### config.mk
export PLATFORM = sky130hd
export DESIGN_NAME = cpu_mem_unit
export DESIGN_NICKNAME = d
export VERILOG_FILES = /design/src/rtl/cpu_mem_unit.sv
export SDC_FILE = /design/constraint.sdc
export NUM_CORES = 1
export LEC_CHECK = 0
export ABC_AREA = 0
export CELL_PAD_IN_SITES_DETAIL_PLACEMENT = 0
export CELL_PAD_IN_SITES_GLOBAL_PLACEMENT = 2
export CORE_ASPECT_RATIO = 1.1
export CORE_UTILIZATION = 38
export DETAILED_ROUTE_END_ITERATION = 10
export PLACE_DENSITY = 0.73
export RECOVER_POWER = 25
export SETUP_SLACK_MARGIN = 0.05
export SLEW_MARGIN = 20
export SYNTH_ARGS = -nofsm -noshare
export SYNTH_HDL_FRONTEND = slang
export SYNTH_SLANG_ARGS = --single-unit
### constraint.sdc
create_clock -name clk -period 3.7 [get_ports clk]
set_clock_uncertainty 0.15 [all_clocks]
set_input_delay 0.74 -clock clk [delete_from_list [all_inputs] [get_ports clk]]
set_output_delay 0.74 -clock clk [all_outputs]
set_load 0.01 [all_outputs]
### src/rtl/cpu_mem_unit.sv
// CPU-bus memory stage with power-up clear sequencer and byte-stream loader; reads are 1-cycle registered.
// The loader is never stalled inside LOAD, and the CPU bus has no wait states.
module cpu_mem_unit #(
  parameter int ADDR_W = 6,
  parameter int DATA_W = 8
) (
  input  logic              clk,
  input  logic              reset,
  input  logic [ADDR_W-1:0] adr_bus,
  input  logic              rd_mem,
  input  logic              wr_mem,
  input  logic [DATA_W-1:0] cpu_wdata,
  output logic [DATA_W-1:0] cpu_rdata,
  input  logic              ld_valid,
  input  logic [DATA_W-1:0] ld_data,
  input  logic              ld_done,
  output logic              ld_ready,
  output logic              ld_wrap,
  output logic              running,
  output logic              bus_err
);

  localparam int DEPTH = 2 ** ADDR_W;
  localparam logic [ADDR_W-1:0] LAST_ADDR = ADDR_W'(DEPTH - 1);

  typedef enum logic [1:0] {
    ST_CLEAR = 2'd0,
    ST_LOAD  = 2'd1,
    ST_RUN   = 2'd2
  } state_t;

  state_t            state, state_nxt;
  logic [ADDR_W-1:0] clr_ptr;
  logic [ADDR_W-1:0] ld_ptr;
  logic [DATA_W-1:0] mem [DEPTH];

  logic              mem_we;
  logic [ADDR_W-1:0] mem_waddr;
  logic [DATA_W-1:0] mem_wdata;
  logic              cpu_rd;
  logic              cpu_wr;
  logic              cpu_conflict;

  assign cpu_rd       = (state == ST_RUN) && rd_mem && !wr_mem;
  assign cpu_wr       = (state == ST_RUN) && wr_mem && !rd_mem;
  assign cpu_conflict = (state == ST_RUN) && wr_mem && rd_mem;

  always_comb begin
    state_nxt = state;
    mem_we    = 1'b0;
    mem_waddr = '0;
    mem_wdata = '0;
    unique case (state)
      ST_CLEAR: begin
        mem_we    = 1'b1;
        mem_waddr = clr_ptr;
        if (clr_ptr == LAST_ADDR) state_nxt = ST_LOAD;
      end
      ST_LOAD: begin
        mem_we    = ld_valid;
        mem_waddr = ld_ptr;
        mem_wdata = ld_data;
        if (ld_done) state_nxt = ST_RUN;
      end
      ST_RUN: begin
        mem_we    = cpu_wr;
        mem_waddr = adr_bus;
        mem_wdata = cpu_wdata;
      end
      default: state_nxt = ST_CLEAR;
    endcase
    // Reset restarts the sequencer but must leave the array contents alone.
    if (!reset) mem_we = 1'b0;
  end

  always_ff @(posedge clk) begin
    if (!reset) begin
      state     <= ST_CLEAR;
      clr_ptr   <= '0;
      ld_ptr    <= '0;
      cpu_rdata <= '0;
      ld_wrap   <= 1'b0;
      bus_err   <= 1'b0;
    end else begin
      state <= state_nxt;
      if (state == ST_CLEAR) clr_ptr <= clr_ptr + 1'b1;
      if (state == ST_LOAD && ld_valid) begin
        ld_ptr <= ld_ptr + 1'b1;
        if (ld_ptr == LAST_ADDR) ld_wrap <= 1'b1;
      end
      if (cpu_rd)       cpu_rdata <= mem[adr_bus];
      if (cpu_conflict) bus_err   <= 1'b1;
    end
  end

  always_ff @(posedge clk) begin
    if (mem_we) mem[mem_waddr] <= mem_wdata;
  end

  assign ld_ready = (state == ST_LOAD);
  assign running  = (state == ST_RUN);

endmodule

==> flow_summary_export.csv, run 1 <==
group,metric,value,unit
status,outcome,"finished, violations left",
status,violations,"max-capacitance violations, max-slew violations",
cells_and_area,final_cells,2023,
setup_path,critPathRequiredTime,2.81,ns
floorplan,ios,40,
clock_tree,clockBufferDepth,3,
power_and_ir_drop,power_density,505,nW/µm²
global_route,grt_max_degree,67,
yosys,avgSynthCellArea,19.5,µm²
yosys,synth_common_cells,"512 x edfxtp_1, 105 x mux4_2, 72 x nor2_1, 70 x a22oi_1, 68 x mux2i_1",
floorplan,die_w,227,µm
min_path,hold_path.class,"reg -> reg",
setup_path,worst-path-buf-inv,2,
route,drtIter0Drc,861,
setup_path,path_delay_family,"buffers and inverters",
sta,setup_viol,0,
floorplan,dieArea,56400,µm²
cells_and_area,areaGrowthSynthToFinish,18.4,%
sta,fmax,312,MHz
route,vias,10726,
yosys,async_flop_share,0,%
sta,worstMarginPinSlew,1.51,ns
clock_tree,ctsResizeCount,0,
yosys,syn-num-nets,1119,
cells_and_area,n_antenna_cell,0,
sta,final.min_clock_period,3.21,ns
clock_tree,htreeDepth,2,
yosys,synth_area,21100,µm²
placed_design,place_hpwl,31800,µm
cells_and_area,nNetsFinal,1281,
yosys,synth_area_leaders,"edfxtp_1 73%, mux4_2 11%, mux2i_1 3.2%, a22oi_1 2.5%, dfxtp_1 2.3%",
sta,report.final.slew_viol_count,80,
cells_and_area,n_fill_cell,4718,
route,wl_per_cell,24.4,µm
clock_tree,root_buffer,"clkbuf_16",
yosys,synthDistinctLibCells,40,
floorplan,fp.dieH,249,µm
sta,slew_headroom,-0.592,%
route,first_pass_iters,6,
route,finalWirelength,49400,µm
clock_tree,postCtsSetupRepairBufs,0,
sta,tns,0,ns
setup_path,cp_cell_sequence,"inv_1, ha_1, clkdlybuf4s50_1",
yosys,synth_edf_count,512,
floorplan,initial_core_util,38.4,%
route,vias_per_cell,5.30,
placed_design,gp_congestion,0.812,
clock_tree,cts_tree,"yes",
setup_path,arrival,2.32,ns
sta,rsz0062_at_grt,"false",
setup_path,startpoint_type,"flop",
placed_design,placement.io_buffers,39,
power_and_ir_drop,p_leak,8.20,nW
route,antenna_left,0,
global_route,grt_pass1_vias,11184,
clock_tree,clk_latency,0.60,ns
global_route,overflow,0,
global_route,track_usage,18.0,%
cells_and_area,drive_gt1_share,24.5,%
setup_path,cp_max_fo,17,
clock_tree,cts_buffers,53,
floorplan,core-area,54800,µm²
yosys,synth_most_common_cell,"edfxtp_1",
cells_and_area,fin_util,45.5,%
power_and_ir_drop,vdd_drop_max,0.349,mV
setup_path,critPathMaxStageDelay,0.66,ns
yosys,synth_area_leader_cell,"edfxtp_1",
global_route,antenna_found_initial,1,
route,drc_errors,0,
setup_path,crit_path_top_delay_cell,"clkdlybuf4s50_1",
run,drv_cap,2,
sta,final_hold_viol_count,0,
yosys,syn_inst,1083,
yosys,yosysSeqAreaShare,75.2,%
sta,finalCritPeriodShare,86.7,%
global_route,grt_pass1_wl,73700,µm
yosys,synth.ff_latch_count,536,
floorplan,rows,90,
clock_tree,ctsHoldBuffers,0,
clock_tree,clk_pin_slew,0.06,ns
setup_path,crit_path_end_kind,"output port",
setup_path,path_class,"reg -> out",
placed_design,dp_cells,1926,
yosys,yosys_warnings,0,
yosys,yosys_most_used_dff,"edfxtp_1",
clock_tree,clock-sinks,536,
yosys,synth_top_area_share,73.0,%
[power by group]
part / leakage (nW) / total (mW) / internal [mW] / switching, mW
combinational: 2.34 / 0.372 / 0.170 / 0.203
clock: 0.893 / 5.65 / 3.44 / 2.22
sequential: 4.97 / 6.57 / 6.56 / 0.00787
[per-stage QoR]
step	setup WS [ns]	area, µm²	power [mW]	hold slack [ns]
after floorplan	0.0812	21100	6.94	0.327
after global placement	0.265	23200	7.08	0.302
after detailed placement	0.305	23200	7.08	0.311
after CTS	0.476	25000	12.7	0.328
after global routing	0.239	24900	13.0	0.368
final	0.491	24900	12.6	0.321
[layout make-up]
class / count / area, µm² / share of cell area (%)
inverters: 5 / 18.8 / 0.0752
flip-flops and latches: 536 / 15900 / 63.6
repair buffers: 163 / 1370 / 5.48
clock buffers: 70 / 1440 / 5.78
multi-input cells: 486 / 4950 / 19.8
clock inverters: 27 / 394 / 1.58
well taps: 736 / 921 / 3.69
[final timing paths]
check / start / to / slack [ns] / depth (start not counted)
worst max-delay path: state[1]$_SDFFE_PN0P_ / ld_ready / 0.49 / 3
worst min-delay path: ld_wrap$_SDFFE_PN0P_ / ld_wrap$_SDFFE_PN0P_ / 0.32 / 1
worst max register to register: state[1]$_SDFFE_PN0P_ / mem[46][3]$_DFFE_PP_ / 0.51 / 5
worst min register to register: ld_wrap$_SDFFE_PN0P_ / ld_wrap$_SDFFE_PN0P_ / 0.32 / 1
[flip-flops by register name, indices dropped and copies added (netlist names)]
signal and count:
mem 512, cpu_rdata 8, clr_ptr 6, ld_ptr 6
state 2, bus_err 1, ld_wrap 1
[layer usage]
layer | global-route usage, % | part of all wire (%)
met3 | 3.27 | 4.3
met4 | 6.68 | 3.3
met2 | 29.2 | 50
met5 | 0 | 0.026
met1 | 24.3 | 43
[logic make-up (layout without fill, tap and decap cells)]
family                   after synthesis  count (layout)  share of synthesized area [%]
AO/OA/AOI/OAI                        120             120                           4.06
XOR/XNOR                               8               8                          0.333
multiplexers                         173             173                           14.5
flip-flops                           536             536                           75.2
buffers and inverters                 61             265                           1.47
AND/OR/NAND/NOR                      177             177                           3.97
adder cells (fa/ha/maj)                8               8                          0.475
[cells in the final DEF, fill, tap and decap left out, types with 8 or more instances in the layout]
| cell | count |
|---|---|
| buf_4 | 114 |
| mux4_2 | 105 |
| a22oi_1 | 70 |
| a21oi_1 | 19 |
| mux2i_1 | 68 |
| nand2_1 | 27 |
| ha_1 | 8 |
| clkbuf_16 | 55 |
| clkdlybuf4s50_1 | 37 |
| dfxtp_1 | 24 |
| edfxtp_1 | 512 |
| bufinv_16 | 10 |
| and2_1 | 8 |
| clkbuf_1 | 17 |
| nor2_1 | 71 |
| nand3_1 | 26 |
| nor2b_1 | 16 |
No activity file was read; power rests on OpenSTA's default activity.
==> run 2, diff against run 1 <==
- CTS_CLUSTER_SIZE: not set -> 12
- REMOVE_ABC_BUFFERS: not set -> 1
==> flow_summary_export.csv, run 2 (same netlist as run 1, synthesis figures left out) <==
group,metric,value,unit
cells_and_area,drive_gt1_share,22.9,%
setup_path,cp.depth,4,
sta,worstMarginPinSlew,1.48,ns
cells_and_area,n_antenna_cell,0,
global_route,grt_pass1_vias,10898,
clock_tree,clk_pin_slew,0.06,ns
power_and_ir_drop,p_leak,7.99,nW
sta,whs,0.362,ns
power_and_ir_drop,p_total,12.0,mW
route,vias,10748,
cells_and_area,largest_reg_flops,512,
sta,final.min_clock_period,3.45,ns
floorplan,initial_core_util,38.4,%
cells_and_area,n_fill_cell,4679,
cells_and_area,seqCellArea,15900,µm²
route,drc_errors,0,
global_route,antenna_found_initial,0,
setup_path,critPathRequiredTime,2.81,ns
power_and_ir_drop,vdd_drop_max,0.315,mV
clock_tree,htreeDepth,2,
global_route,track_usage,18.1,%
min_path,hold_path.class,"reg -> reg",
route,wirelength_met1,21400,µm
global_route,grt_max_degree,65,
run,drv_cap,0,
sta,fmax,290,MHz
cells_and_area,areaGrowthSynthToFinish,16.8,%
sta,finalCritPeriodShare,93.2,%
floorplan,fp.dieH,249,µm
setup_path,critPathMaxStageDelay,0.65,ns
placed_design,place_hpwl,31900,µm
setup_path,cp_max_fo,13,
sta,tns,0,ns
cells_and_area,nNetsFinal,1265,
route,finalWirelength,50100,µm
clock_tree,clock-sinks,536,
setup_path,arrival,2.56,ns
route,top_layer,"met4",
route,vias_per_cell,5.35,
min_path,min_path_cells,2,
status,outcome,"finished clean",
setup_path,rr_worst_depth,6,
cells_and_area,final_cells,2009,
route,wl_met2,24800,µm
setup_path,path_class,"reg -> out",
setup_path,path_delay_family,"buffers and inverters",
clock_tree,clk_latency,0.58,ns
route,first_pass_iters,5,
floorplan,rows,90,
floorplan,core-area,54800,µm²
setup_path,cp_cell_sequence,"inv_1, ha_1, clkbuf_1, clkdlybuf4s50_1",
sta,final_hold_viol_count,0,
clock_tree,cts_tree,"yes",
clock_tree,postCtsSetupRepairBufs,0,
placed_design,placement.io_buffers,39,
placed_design,dp_cells,1911,
sta,slew_headroom,1.23,%
sta,rsz0062_at_grt,"false",
floorplan,die_w,227,µm
global_route,grt_pass1_wl,74000,µm
power_and_ir_drop,power_density,486,nW/µm²
floorplan,ios,40,
clock_tree,clockBufferDepth,3,
clock_tree,root_buffer,"clkbuf_16",
global_route,overflow,0,
cells_and_area,final_cell_mix,"512 x edfxtp_1, 105 x mux4_2, 97 x buf_4, 71 x nor2_1, 70 x a22oi_1",
setup_path,crit_path_end_kind,"output port",
cells_and_area,final_common_cell,"edfxtp_1",
clock_tree,ctsHoldBuffers,0,
clock_tree,ctsResizeCount,0,
sta,report.final.slew_viol_count,0,
route,drtIter0Drc,949,
setup_path,startpoint_type,"flop",
route,antenna_left,0,
route,wl_per_cell,24.9,µm
setup_path,crit_path_top_delay_cell,"clkdlybuf4s50_1",
clock_tree,cts_buffers,52,
cells_and_area,multiInputGateArea,4970,µm²
cells_and_area,largest_register,"mem",
placed_design,gp_congestion,0.833,
cells_and_area,largestRegisters,"mem: 512 flops, cpu_rdata: 8 flops",
setup_path,worst-path-buf-inv,3,
floorplan,dieArea,56400,µm²
route,wl_met3,2630,µm
sta,setup_viol,0,
run 2: cell types whose count changed in the layout (fill, tap and decap cells not counted), moves of 4 or more:
| cell | previous run | this run |
|---|---|---|
| buf_2 | 0 | 5 |
| nor2b_1 | 16 | 12 |
| clkinv_2 | 7 | 1 |
| bufinv_16 | 10 | 1 |
| clkbuf_1 | 17 | 38 |
| clkinv_1 | 7 | 0 |
| buf_4 | 114 | 97 |
run 2: final cells by class:
type,instances,area share [%]
flip-flops and latches,536,64.4
inverters,5,0.0762
repair buffers,148,5.08
clock inverters,4,0.239
multi-input cells,486,20.2
well taps,736,3.74
clock buffers,94,6.26
run 2: path summary, 6_finish.rpt:
path | from | endpoint | slack [ns]
max | state[0]$_SDFFE_PN0P_ | running | 0.25
min | bus_err$_SDFFE_PN0P_ | bus_err$_SDFFE_PN0P_ | 0.36
max reg2reg | state[0]$_SDFFE_PN0P_ | mem[31][1]$_DFFE_PP_ | 0.29
min reg2reg | bus_err$_SDFFE_PN0P_ | bus_err$_SDFFE_PN0P_ | 0.36
run 2: per-stage QoR:
step | utilization (%) | setup slack [ns] | area, µm²
floorplan | - | 0.319 | 20800
global placement | 42.1 | 0.257 | 23100
detailed placement | 42.1 | 0.280 | 23100
CTS | 45.1 | 0.432 | 24700
global route | 44.9 | 0.0927 | 24600
finish | 44.9 | 0.252 | 24600
run 2: metal layers:
| layer | up-vias | track usage (%) |
|---|---|---|
| met5 | - | 0 |
| met4 | 0 | 5.46 |
| met3 | 78 | 2.82 |
| met2 | 344 | 29.7 |
| met1 | 5617 | 25.0 |
| li1 | 4709 | - |
run 2: worst min-delay path: stages (launching register included):
cell and delay [ns]:
dfxtp_1 0.33, a31oi_1 0.05, nor2b_1 0.10
run 2: report_power, final:
part | internal (mW) | leakage (nW) | total, mW | switching (mW)
registers | 6.56 | 4.97 | 6.57 | 0.00777
logic | 0.164 | 2.26 | 0.373 | 0.209
clock network | 2.87 | 0.762 | 5.02 | 2.15
==> run 3, diff against run 2 <==
- PLACE_DENSITY: 0.73 -> not set
- PLACE_DENSITY_LB_ADDON: not set -> 0.1
- clock period: 3.7 -> 3.9 ns (I/O delays scaled with it)
==> flow_summary_export.csv, run 3 (same netlist as run 1, synthesis figures left out) <==
group,metric,value,unit
status,outcome,"finished, violations left",
status,violations,"max-capacitance violations, max-slew violations",
setup_path,setup.worst_path.start,"state[0]$_SDFFE_PN0P_",
global_route,overflow,0,
clock_tree,clk_latency,0.60,ns
cells_and_area,areaGrowthSynthToFinish,16.7,%
cells_and_area,final_cell_mix,"512 x edfxtp_1, 105 x mux4_2, 97 x buf_4, 71 x nor2_1, 70 x a22oi_1",
power_and_ir_drop,power.share.switching,20.4,%
power_and_ir_drop,p_comb_share,3.3,%
setup_path,cp_cell_sequence,"inv_1, ha_1, clkbuf_1, a222oi_1, nand2_1, nor2_1, o21ai_1, buf_4, nor2_1",
setup_path,cp_max_fo,11,
floorplan,ios,40,
min_path,hold_path.class,"reg -> reg",
power_and_ir_drop,p_total,11.4,mW
sta,final_hold_viol_count,0,
run,drv_cap,3,
clock_tree,ctsHoldBuffers,0,
clock_tree,htreeDepth,2,
power_and_ir_drop,p_int,9.06,mW
route,first_pass_iters,5,
global_route,antenna_found_initial,0,
clock_tree,clock-sinks,536,
clock_tree,clk_pin_slew,0.06,ns
power_and_ir_drop,seqPwrFrac,54.8,%
placed_design,place_hpwl,33600,µm
cells_and_area,final_common_cell,"edfxtp_1",
cells_and_area,drive_gt1_share,23.1,%
placed_design,placement.io_buffers,39,
sta,report.final.slew_viol_count,163,
cells_and_area,n_antenna_cell,0,
setup_path,path_delay_family,"simple AND/OR/NAND/NOR gates",
sta,finalCritPeriodShare,87.7,%
sta,worstMarginPinSlew,1.60,ns
sta,fmax,292,MHz
global_route,grt_max_degree,65,
floorplan,fp.dieH,249,µm
global_route,track_usage,19.5,%
sta,final.min_clock_period,3.42,ns
sta,slew_headroom,-6.51,%
cells_and_area,largest_register,"mem",
setup_path,cp_common_cell,"nor2_1",
setup_path,crit_path_end_kind,"flop",
setup_path,critPathRequiredTime,3.97,ns
placed_design,gp_congestion,0.739,
global_route,grt_pass1_vias,10938,
route,wl_per_cell,26.7,µm
route,antenna_left,0,
clock_tree,postCtsSetupRepairBufs,0,
sta,rsz0062_at_grt,"false",
clock_tree,clockBufferDepth,3,
floorplan,dieArea,56400,µm²
floorplan,rows,90,
power_and_ir_drop,pwr-share-clk,42.0,%
floorplan,initial_core_util,38.4,%
power_and_ir_drop,p_leak,8.02,nW
cells_and_area,nNetsFinal,1270,
clock_tree,root_buffer,"clkbuf_16",
clock_tree,cts_tree,"yes",
route,drc_errors,0,
setup_path,path_class,"reg -> reg",
setup_path,critPathMaxStageDelay,0.69,ns
cells_and_area,largestRegisters,"mem: 512 flops, cpu_rdata: 8 flops",
route,vias_per_cell,5.29,
min_path,hp-start,"ld_wrap$_SDFFE_PN0P_",
clock_tree,cts_buffers,55,
power_and_ir_drop,vdd_drop_max,0.345,mV
setup_path,worst-path-buf-inv,3,
clock_tree,ctsResizeCount,0,
sta,tns,0,ns
route,drtIter0Drc,1017,
cells_and_area,largest_reg_flops,512,
global_route,grt_pass1_wl,77800,µm
setup_path,arrival,3.49,ns
setup_path,startpoint_type,"flop",
power_and_ir_drop,p_sw,2.32,mW
sta,setup_viol,0,
route,finalWirelength,53500,µm
setup_path,r2r-start,"state[0]$_SDFFE_PN0P_",
power_and_ir_drop,power_density,463,nW/µm²
route,vias,10612,
floorplan,core-area,54800,µm²
floorplan,die_w,227,µm
setup_path,crit_path_top_delay_cell,"nor2_1",
-- run 3: changes by cell type in the layout (fill, tap and decap cells not counted), moves of 2 or more --
| cell | before | now |
|---|---|---|
| clkinv_2 | 1 | 7 |
| buf_2 | 5 | 0 |
| clkbuf_1 | 38 | 22 |
| clkbuf_8 | 4 | 2 |
| dlygate4sd3_1 | 0 | 7 |
| clkbuf_2 | 1 | 6 |
| clkinv_1 | 0 | 11 |
| clkdlybuf4s50_1 | 37 | 30 |
-- run 3: cell type report --
type / instances / area (µm²)
clock buffer: 74 / 1470
tap: 736 / 921
multi-input combinational: 486 / 4970
clock inverter: 20 / 115
inverter: 5 / 18.8
fill: 4768 / 30300
timing repair buffer: 150 / 1240
sequential: 536 / 15900
-- run 3: worst register-to-register path, stage by stage (launching register included) --
cell and delay [ns]:
dfxtp_1 0.42, inv_1 0.11, ha_1 0.24, clkbuf_1 0.26, a222oi_1 0.60, nand2_1 0.10, nor2_1 0.15, o21ai_1 0.09
buf_4 0.22, nor2_1 0.69
-- run 3: per-layer routing --
metal / GRT usage, % / up-vias / share of wire, %
met1: 28.7 / 5579 / 46
met3: 2.75 / 70 / 3.9
li1: - / 4728 / -
met2: 30.9 / 235 / 48
met5: 0 / - / 0
met4: 4.48 / 0 / 1.8
-- run 3: metrics by stage --
stage               utilization (%)  cell area, µm²  std cells  setup slack, ns  hold WS [ns]
floorplan                         -           20800       1027            0.519         0.327
global placement               42.0           23000       1913            0.349         0.302
detailed placement             42.0           23000       1913            0.275         0.310
CTS                            44.9           24600       2007            0.497         0.329
global route                   44.8           24600       2007            0.175         0.336
finish                         44.8           24600       2007            0.480         0.315
-- run 3: worst paths after layout --
check	to	slack, ns	depth (start not counted)
max reg2reg	mem[8][5]$_DFFE_PP_	0.48	9
min reg2reg	ld_wrap$_SDFFE_PN0P_	0.31	1
max	mem[8][5]$_DFFE_PP_	0.48	9
min	ld_wrap$_SDFFE_PN0P_	0.31	1
-- run 3: power by group through the flow --
stage,combinational [mW],clock (mW),sequential (mW)
2_1_floorplan,0.156,0,6.35
3_3_place_gp,0.380,0,6.36
5_1_grt,0.396,5.11,6.23
3_5_place_dp,0.381,0,6.36
6_report,0.372,4.78,6.24
4_1_cts,0.382,4.90,6.24
